[src/rtl/cdc_rr_hs_sender.sv]
`default_nettype none
// ============================================================================
//  Module   : cdc_rr_hs_sender
//  Brief    : Round-robin arbiter feeding one shared 4-phase req/ack crossing.
//  Revision : 1.0
// ============================================================================
module cdc_rr_hs_sender #(
    parameter  int NCH    = 4,
    parameter  int DW     = 8,
    parameter  int SYNC_N = 2,
    parameter  int TO_W   = 8,
    localparam int CW     = (NCH > 1) ? $clog2(NCH) : 1
) (
    input  logic              clk,
    input  logic              rstn,
    input  logic [NCH-1:0]    in_valid,
    output logic [NCH-1:0]    in_ready,
    input  logic [NCH*DW-1:0] in_data,
    output logic              xreq,
    output logic [DW-1:0]     xdata,
    output logic [CW-1:0]     xch,
    input  logic              xack,
    output logic              busy,
    output logic              err,
    input  logic              err_clr
);

    typedef enum logic [1:0] {
        S_IDLE = 2'd0,
        S_REQ  = 2'd1,
        S_REL  = 2'd2
    } state_t;

    localparam logic [TO_W-1:0] TO_LIM = '1;
    localparam logic [TO_W-1:0] TO_PRE = TO_LIM - TO_W'(1);

    state_t              state_q, state_d;
    logic [CW-1:0]       rr_q, rr_d;
    logic [SYNC_N-1:0]   sync_q, sync_d;
    logic [TO_W-1:0]     cnt_q, cnt_d;
    logic                xreq_q, xreq_d;
    logic [DW-1:0]       xdata_q, xdata_d;
    logic [CW-1:0]       xch_q, xch_d;
    logic                err_q, err_d;

    logic                ack_s;
    logic                grant_found;
    logic [CW-1:0]       grant_idx;
    logic [CW:0]         rr_sum;
    logic [DW-1:0]       grant_data;
    logic                accept;
    logic                to_hit;

    assign sync_d = {sync_q[SYNC_N-2:0], xack};
    assign ack_s  = sync_q[SYNC_N-1];

    // Search from rr_q upward, wrapping at NCH so non-power-of-2 counts never alias.
    always_comb begin
        grant_found = 1'b0;
        grant_idx   = '0;
        rr_sum      = '0;
        for (int k = 0; k < NCH; k++) begin
            rr_sum = {1'b0, rr_q} + (CW+1)'(k);
            if (rr_sum >= (CW+1)'(NCH)) begin
                rr_sum = rr_sum - (CW+1)'(NCH);
            end
            if (!grant_found && in_valid[rr_sum[CW-1:0]]) begin
                grant_found = 1'b1;
                grant_idx   = rr_sum[CW-1:0];
            end
        end
    end

    always_comb begin
        grant_data = '0;
        for (int i = 0; i < NCH; i++) begin
            if (grant_idx == CW'(i)) begin
                grant_data = in_data[i*DW +: DW];
            end
        end
    end

    assign accept = (state_q == S_IDLE) && !ack_s && grant_found;

    always_comb begin
        in_ready = '0;
        if (accept) begin
            in_ready[grant_idx] = 1'b1;
        end
    end

    always_comb begin
        state_d = state_q;
        rr_d    = rr_q;
        xreq_d  = xreq_q;
        xdata_d = xdata_q;
        xch_d   = xch_q;
        cnt_d   = cnt_q;
        err_d   = err_q;
        to_hit  = 1'b0;

        case (state_q)
            S_IDLE: begin
                if (accept) begin
                    xdata_d = grant_data;
                    xch_d   = grant_idx;
                    xreq_d  = 1'b1;
                    rr_d    = (grant_idx == CW'(NCH-1)) ? '0 : grant_idx + CW'(1);
                    state_d = S_REQ;
                end
            end
            S_REQ: begin
                if (ack_s) begin
                    xreq_d  = 1'b0;
                    state_d = S_REL;
                end
            end
            S_REL: begin
                if (!ack_s) begin
                    state_d = S_IDLE;
                end
            end
            default: begin
                xreq_d  = 1'b0;
                state_d = S_IDLE;
            end
        endcase

        // Clearing a latched error re-arms the timeout so a still-stuck handshake reports again.
        if (state_d != state_q) begin
            cnt_d = '0;
        end else if (state_q != S_IDLE) begin
            if (cnt_q == TO_PRE) begin
                to_hit = 1'b1;
                cnt_d  = TO_LIM;
            end else if (err_clr && err_q) begin
                cnt_d = '0;
            end else if (cnt_q != TO_LIM) begin
                cnt_d = cnt_q + 1'b1;
            end
        end

        if (to_hit) begin
            err_d = 1'b1;
        end else if (err_clr) begin
            err_d = 1'b0;
        end
    end

    always_ff @(posedge clk or negedge rstn) begin
        if (!rstn) begin
            state_q <= S_IDLE;
            rr_q    <= '0;
            sync_q  <= '0;
            cnt_q   <= '0;
            xreq_q  <= 1'b0;
            xdata_q <= '0;
            xch_q   <= '0;
            err_q   <= 1'b0;
        end else begin
            state_q <= state_d;
            rr_q    <= rr_d;
            sync_q  <= sync_d;
            cnt_q   <= cnt_d;
            xreq_q  <= xreq_d;
            xdata_q <= xdata_d;
            xch_q   <= xch_d;
            err_q   <= err_d;
        end
    end

    assign xreq  = xreq_q;
    assign xdata = xdata_q;
    assign xch   = xch_q;
    assign err   = err_q;
    assign busy  = (state_q != S_IDLE);

endmodule
`default_nettype wire

[config.mk]
export PLATFORM = sky130hd
export DESIGN_NAME = cdc_rr_hs_sender
export DESIGN_NICKNAME = d
export VERILOG_FILES = /design/src/rtl/cdc_rr_hs_sender.sv
export SDC_FILE = /design/constraint.sdc
export NUM_CORES = 1
export LEC_CHECK = 0
export BUFFER_PORTS_ARGS = -buffer_cell sky130_fd_sc_hd__buf_4
export CELL_PAD_IN_SITES_DETAIL_PLACEMENT = 0
export CELL_PAD_IN_SITES_GLOBAL_PLACEMENT = 1
export CORE_ASPECT_RATIO = 0.5
export CORE_MARGIN = 2
export CORE_UTILIZATION = 38
export CTS_CLUSTER_DIAMETER = 60
export DETAILED_ROUTE_END_ITERATION = 12
export HOLD_SLACK_MARGIN = 0.06
export PLACE_DENSITY = 0.87
export REMOVE_ABC_BUFFERS = 1
export SLEW_MARGIN = 20
export SYNTH_ARGS = -nofsm -noshare
export SYNTH_HDL_FRONTEND = slang
export SYNTH_SLANG_ARGS = --single-unit
[constraint.sdc]
create_clock -name clk -period 5.1 [get_ports clk]
set_input_delay 0 -clock clk [delete_from_list [all_inputs] [get_ports clk]]
set_output_delay 0 -clock clk [all_outputs]
set_load 0.01 [all_outputs]
# After elaboration in Yosys (flattened, before gate mapping)
# Index checks and enable logic that the tools add are counted.
# word_totals
out_inout_bits	17
ff_bits	26
# classes
addsub	9
reduce_logical	20
mux	45
order_cmp	10
n_eq_ne	10
bitwise	1
# ops
operator	count
two-way mux 8 bit	9
two-way mux 2 bit	12
two-way mux 1 bit	16
< comparator 2 x 3 -> 1 bit, second input constant	5
>= comparator 3 bit, second input constant	3
adder 8 x 1 -> 8 bit, second input constant	1
binary-select mux 1 bit (select 2 bit)	4
== test 8 bit, second input constant	1
!= test 8 bit, second input constant	1
subtractor 2 x 1 -> 2 bit, second input constant	4
logical AND 1 bit	7
adder 2 x 2 -> 3 bit, second input constant	2
== test 2 bit, second input constant	3
case mux 2 bit (3 select lines)	1
nonzero test 2 bit	3
== test 2 x 1 -> 1 bit, second input constant	2
zero test 1 bit	4
zero test 2 bit	2
two-way mux 4 bit	1
!= test 2 bit, second input constant	2
AND reduction 2 bit	2
nonzero test 4 bit	1
adder 2 x 1 -> 3 bit, second input constant	1
>= comparator 2 x 3 -> 1 bit, second input constant	1
7 further kinds	7

# Depth between registers and ports, before layout
# logic_depth
word_depth	20
depth_mapped	11
depth_no_buf	9

# Worst setup path before layout
# No wires, ideal clock.
# synth_timing
kind	reg2reg
start	register rr_q[0]
end	register xdata_q[2] (netlist: xdata[2])
required_ns	5.019
setup_slack_ns	2.962
arrival_ns	2.057
setup_time_ns	0.081
stages_incl_launch_ff	10
cell_sequence	dfrtp_1 -> inv_1 -> o21ai_0 -> a221oi_1 -> inv_1 -> ha_1 -> and2b_1 -> a221oi_1 -> a211o_1 -> a31oi_2
# synth_via
elab_chain_cells	19
elab_cells_between_ends	47
classes_between	add/sub: 7; order compare: 4; eq/ne: 3; mux: 24; reduce/logical: 9
# synth_lines
element	line	text
from (decl)	38	logic [CW-1:0] rr_q, rr_d;
from (signal assigned)	162	rr_q <= rr_d;
branches (longest 13 deep; another with adder 2 x 1 -> 3 bit)	n/a	
two-way mux 2 bit (*)	67	if (!grant_found && in_valid[rr_sum[CW-1:0]]) begin
named net grant_idx[1]	48	logic [CW-1:0] grant_idx;
zero test 2 bit	77	if (grant_idx == CW'(i)) begin
two-way mux 8 bit (3 in a row)	77	
two-way mux 8 bit (*)	77	
to (signal assigned)	166	xdata_q <= xdata_d;
to (decl)	42	logic [DW-1:0] xdata_q, xdata_d;
# Mark *: on every way through the listed nets, which the timed path passes. The select of a mux whose other input is x is not followed.
# A chain may end at the register's enable or synchronous reset.

# Worst setup path after layout
# layout_timing
start	register rr_q[1]
end	register xdata_q[7] (netlist: xdata[7])
# The elaborated chain is that of the path after synthesis.

==> results.md <==
Logic synthesis:
- The total number of yosys warnings is 0.
- The mapped netlist covers 1733 sq um.
- The count of flip-flops with a built-in enable after synthesis is 0.
- Synthesis produced 183 cells.
- Summed over its instances, the top area cell type makes up 37.55% of the synthesized netlist area.
- Among all flip-flop cells after synthesis, the most frequent one is sky130_fd_sc_hd__dfrtp_1.
- The post-synthesis cell type with the largest combined area is sky130_fd_sc_hd__dfrtp_1.
- The count of distinct cell types in the synthesized netlist is 47.
- For this run, the register share of the synthesized area comes to 37.55%.
- Counting flops and latches in the post-synthesis netlist gives 26.
- Yosys attributes the largest share of cell area to sky130_fd_sc_hd__dfrtp_1 (38%), sky130_fd_sc_hd__ha_1 (4.3%), sky130_fd_sc_hd__a221oi_1 (4.0%).
- The share of async-settable or async-resettable flops after synthesis is 100.0%.
- In this run the mean area of a mapped cell was 9.469 sq um.

Final layout:
- Of the cells placed in the final design, the portion with a size suffix greater than 1 is 34.30%.
- The antenna diode count is 0.
- Compared with the post-synthesis result, the final layout area differs by 34.73%.
- Cells fill 53.28% of the core in the end.
- The final layout contains 289 nets.

Clocking:
- CTS saw 26 sinks.
- The post-CTS setup buffer count is 0.
- No sink is reached through more buffers than the 2 on the longest clock path.
- Gates resized during post-CTS repair numbered 0.
- The TritonCTS clock tree is done.
- CTS built an H-tree with a depth of 1.
- The clock reaches the later pin of the worst-skew pair after 0.28 ns.
- The total clock buffers created by CTS is 3.
- The cell sitting at the root of the clock tree is a sky130_fd_sc_hd__clkbuf_8.
- The clock input transition at the sequential cells of the worst setup and hold paths is roughly 0.1 ns.
- The number of hold buffers added after CTS was 11.

Hold path:
- The worst hold path belongs to the class input port to register.
- The worst hold path depth is 4.

Floorplan:
- 57 I/O pins were placed.
- The initialized floorplan defines 17 standard-cell rows.
- The initial core utilization is 39.55%.
- The core region is approximately 4400 sq um.
- The die height is 51.75 microns.
- The floorplan step defined a die boundary enclosing 5149 sq um.
- In this run the horizontal extent of the chip is slightly below 100 microns.

Timing:
- Across the routed clock network, the largest skew measured is 0.01138 ns.
- The final hold slack is ~0.082 ns.
- The sum of negative setup slack is 0 ns.
- The total count of max-transition violations in the final report was 0.
- The minimum clock period is 2.612 ns.
- Setup violations remaining at the end of the flow were counted as 0.
- The achievable frequency is 382.9 MHz.
- The number of failing hold endpoints at the final stage is 0.
- For the pin with the worst max-slew slack, the measured transition is 0.9878 ns.
- Setup repair after global routing left no endpoint under its margin.
- Measured against its own limit, the worst slew margin works out to ~34%.
- Dividing the final minimum period by the clock period gives 51.21%.

GRT:
- The initial antenna violation count is 0.
- Entering global routing, the biggest net connects 27 pins.
- Across every metal layer, demand over resource in global routing totals 16.75%.
- The aggregate global routing overflow is 0.
- The first global-routing pass estimated 6.837 mm of wire.
- The via count of the first global-routing pass came to between 1k and 1.5k.

Job:
- The count of max-cap constraint violations is 0.

Drt:
- After detailed routing, the average wire length per cell comes to 14.16 microns.
- The routed layout has 1569 vias.
- After detailed routing, the number of vias per cell comes to 5.247.
- The detail route stage leaves a number of antenna-violating nets equal to 0.
- For this block, the routed nets add up to 4.235 mm of wire.
- The detailed-routing iteration count for the pre-antenna-repair pass is 4.
- For this block, the initial DRC count from the detailed router was 46.
- For this run, design rule violations remaining after detail routing come to 0.

Pwr:
- The leakage power of the design is ~0.0011 uW.
- VDD sags by at most 0.0001595 V.
- In this run the power density over the cells is 388.7 nW/um^2.

Setup path:
- Walking the worst path, the cells encountered are nand3b_1 -> o21ai_0 -> a221oi_1 -> inv_1 -> ha_1 -> and2b_1 -> a221oi_1 -> a211o_1 -> a31oi_2.
- The arrival time of data at the critical path endpoint is about 2.8 ns.
- The category of the critical setup timing path is register to register.
- The family of cells with the greatest summed delay on the critical path is compound AO/OA/AOI/OAI gates.
- The buffers plus inverters on the worst setup path is 1.
- In this run the number of cells on the critical path is 9.
- The critical-path maximum fanout is 11.
- For the worst setup path, the data required time is 5.29 ns.
- The delay contributed by the slowest stage of the critical path is 0.46 ns.
- The worst setup path is captured at a register.
- The cell repeated most along the worst path is sky130_fd_sc_hd__a221oi_1.
- The count of cells along the worst register-to-register path is 9.
- The startpoint class of the critical path is a register.
- The slowest stage cell on the critical path is sky130_fd_sc_hd__a221oi_1.

Status:
- The run finished with clean final reports.

Placement:
- The HPWL after detailed placement is roughly 3 mm.
- At the end of routability-driven placement, the weighted congestion stood at 0.8304.
- Port buffering added 56 buffers.
[worst paths after layout]
check / from / endpoint / slack [ns]
setup / recovery: rr_q[1] / xdata[7] / 2.49
hold / removal: in_valid[1] / state_q[0] / 0.08
setup reg to reg: rr_q[1] / xdata[7] / 2.49
hold reg to reg: sync_q[0] / sync_q[1] / 0.36
max in group asynchronous: rstn / xdata[2] / 4.68
min in group asynchronous: rstn / sync_q[0] / 0.16
[logic make-up after synthesis]
family	synth area share, %
and+or+nand+nor	18.27
adders and majority gates	4.332
xor gates and xnor gates	0.5055
buffers and inverters	7.653
AOI/OAI and AO/OA	28.59
DFF	37.54
muxes	3.105
[cells in the mapped netlist (all sizes together), types with 2 or more instances]
cell	number
mux2i	2
and3	3
a41oi	2
nand2	12
clkbuf	5
buf	7
o21ai	9
o221a	4
a21oi	14
mux2	3
a211o	7
a31oi	8
ha	6
and2	6
nor2	19
a221oi	8
inv	15
a211oi	2
nand4	2
nor4	2
nor3	4
dfrtp	26
[area by class of cell]
type	instances	area (sq um)
clock buffer	3	41.29
clock inverter	1	30.03
fill	403	2047
inverter	15	61.31
multi-input combinational	130	949.7
sequential	26	650.6
tap	57	71.32
timing repair buffer	67	530.5
[state kept, by name (all words and copies together), names as in the netlist]
signal / flops
cnt_q: 8
xdata: 8
rr_q: 2
state_q: 2
sync_q: 2
xch: 2
err: 1
xreq: 1
[routing by layer]
layer  GRT usage (%)  up-vias  part of all wire, %
li1                -      795                    -
met3           3.629        2                  2.7
met1           22.01      750                   48
met2           29.28       22                   49
met4           2.740        0                 0.57
met5               0        -                    0
[placed cells by master (no fill, tap or decap), drive strengths merged, types with 8 or more instances in the layout]
cell / synthesis / layout
nor2: 19 / 19
nand2: 12 / 12
dfrtp: 26 / 26
dlygate4sd3: 0 / 11
a21oi: 14 / 14
a31oi: 8 / 8
o21ai: 9 / 9
a221oi: 8 / 8
buf: 7 / 56
inv: 15 / 15
[report_power, final]
part           leakage (uW)  switching, uW  internal [uW]
registers          0.000320           51.8            265
clock network     0.0000357           67.4            105
logic              0.000704            207            212
total               0.00106            326            582
[through the flow]
| step | total power [uW] | cells | worst slack [ns] | area (sq um) |
|---|---|---|---|---|
| 5_1_grt | 977.3 | 299 | 2.215 | 2335 |
| 4_1_cts | 918.9 | 299 | 2.485 | 2335 |
| 2_1_floorplan | 574.9 | 171 | 2.834 | 1662 |
| 3_5_place_dp | 734.6 | 284 | 2.514 | 2153 |
| 6_report | 907.6 | 299 | 2.488 | 2335 |
| 3_3_place_gp | 727.6 | 284 | 2.648 | 2153 |
[worst reg2reg max path, stage by stage, from the launching register on]
cell	delay, ns
sky130_fd_sc_hd__dfrtp_1	0.44
sky130_fd_sc_hd__nand3b_1	0.10
sky130_fd_sc_hd__o21ai_0	0.08
sky130_fd_sc_hd__a221oi_1	0.46
sky130_fd_sc_hd__inv_1	0.13
sky130_fd_sc_hd__ha_1	0.33
sky130_fd_sc_hd__and2b_1	0.39
sky130_fd_sc_hd__a221oi_1	0.13
sky130_fd_sc_hd__a211o_1	0.32
sky130_fd_sc_hd__a31oi_2	0.16
Note: power is estimated with default switching activity, not from simulation.
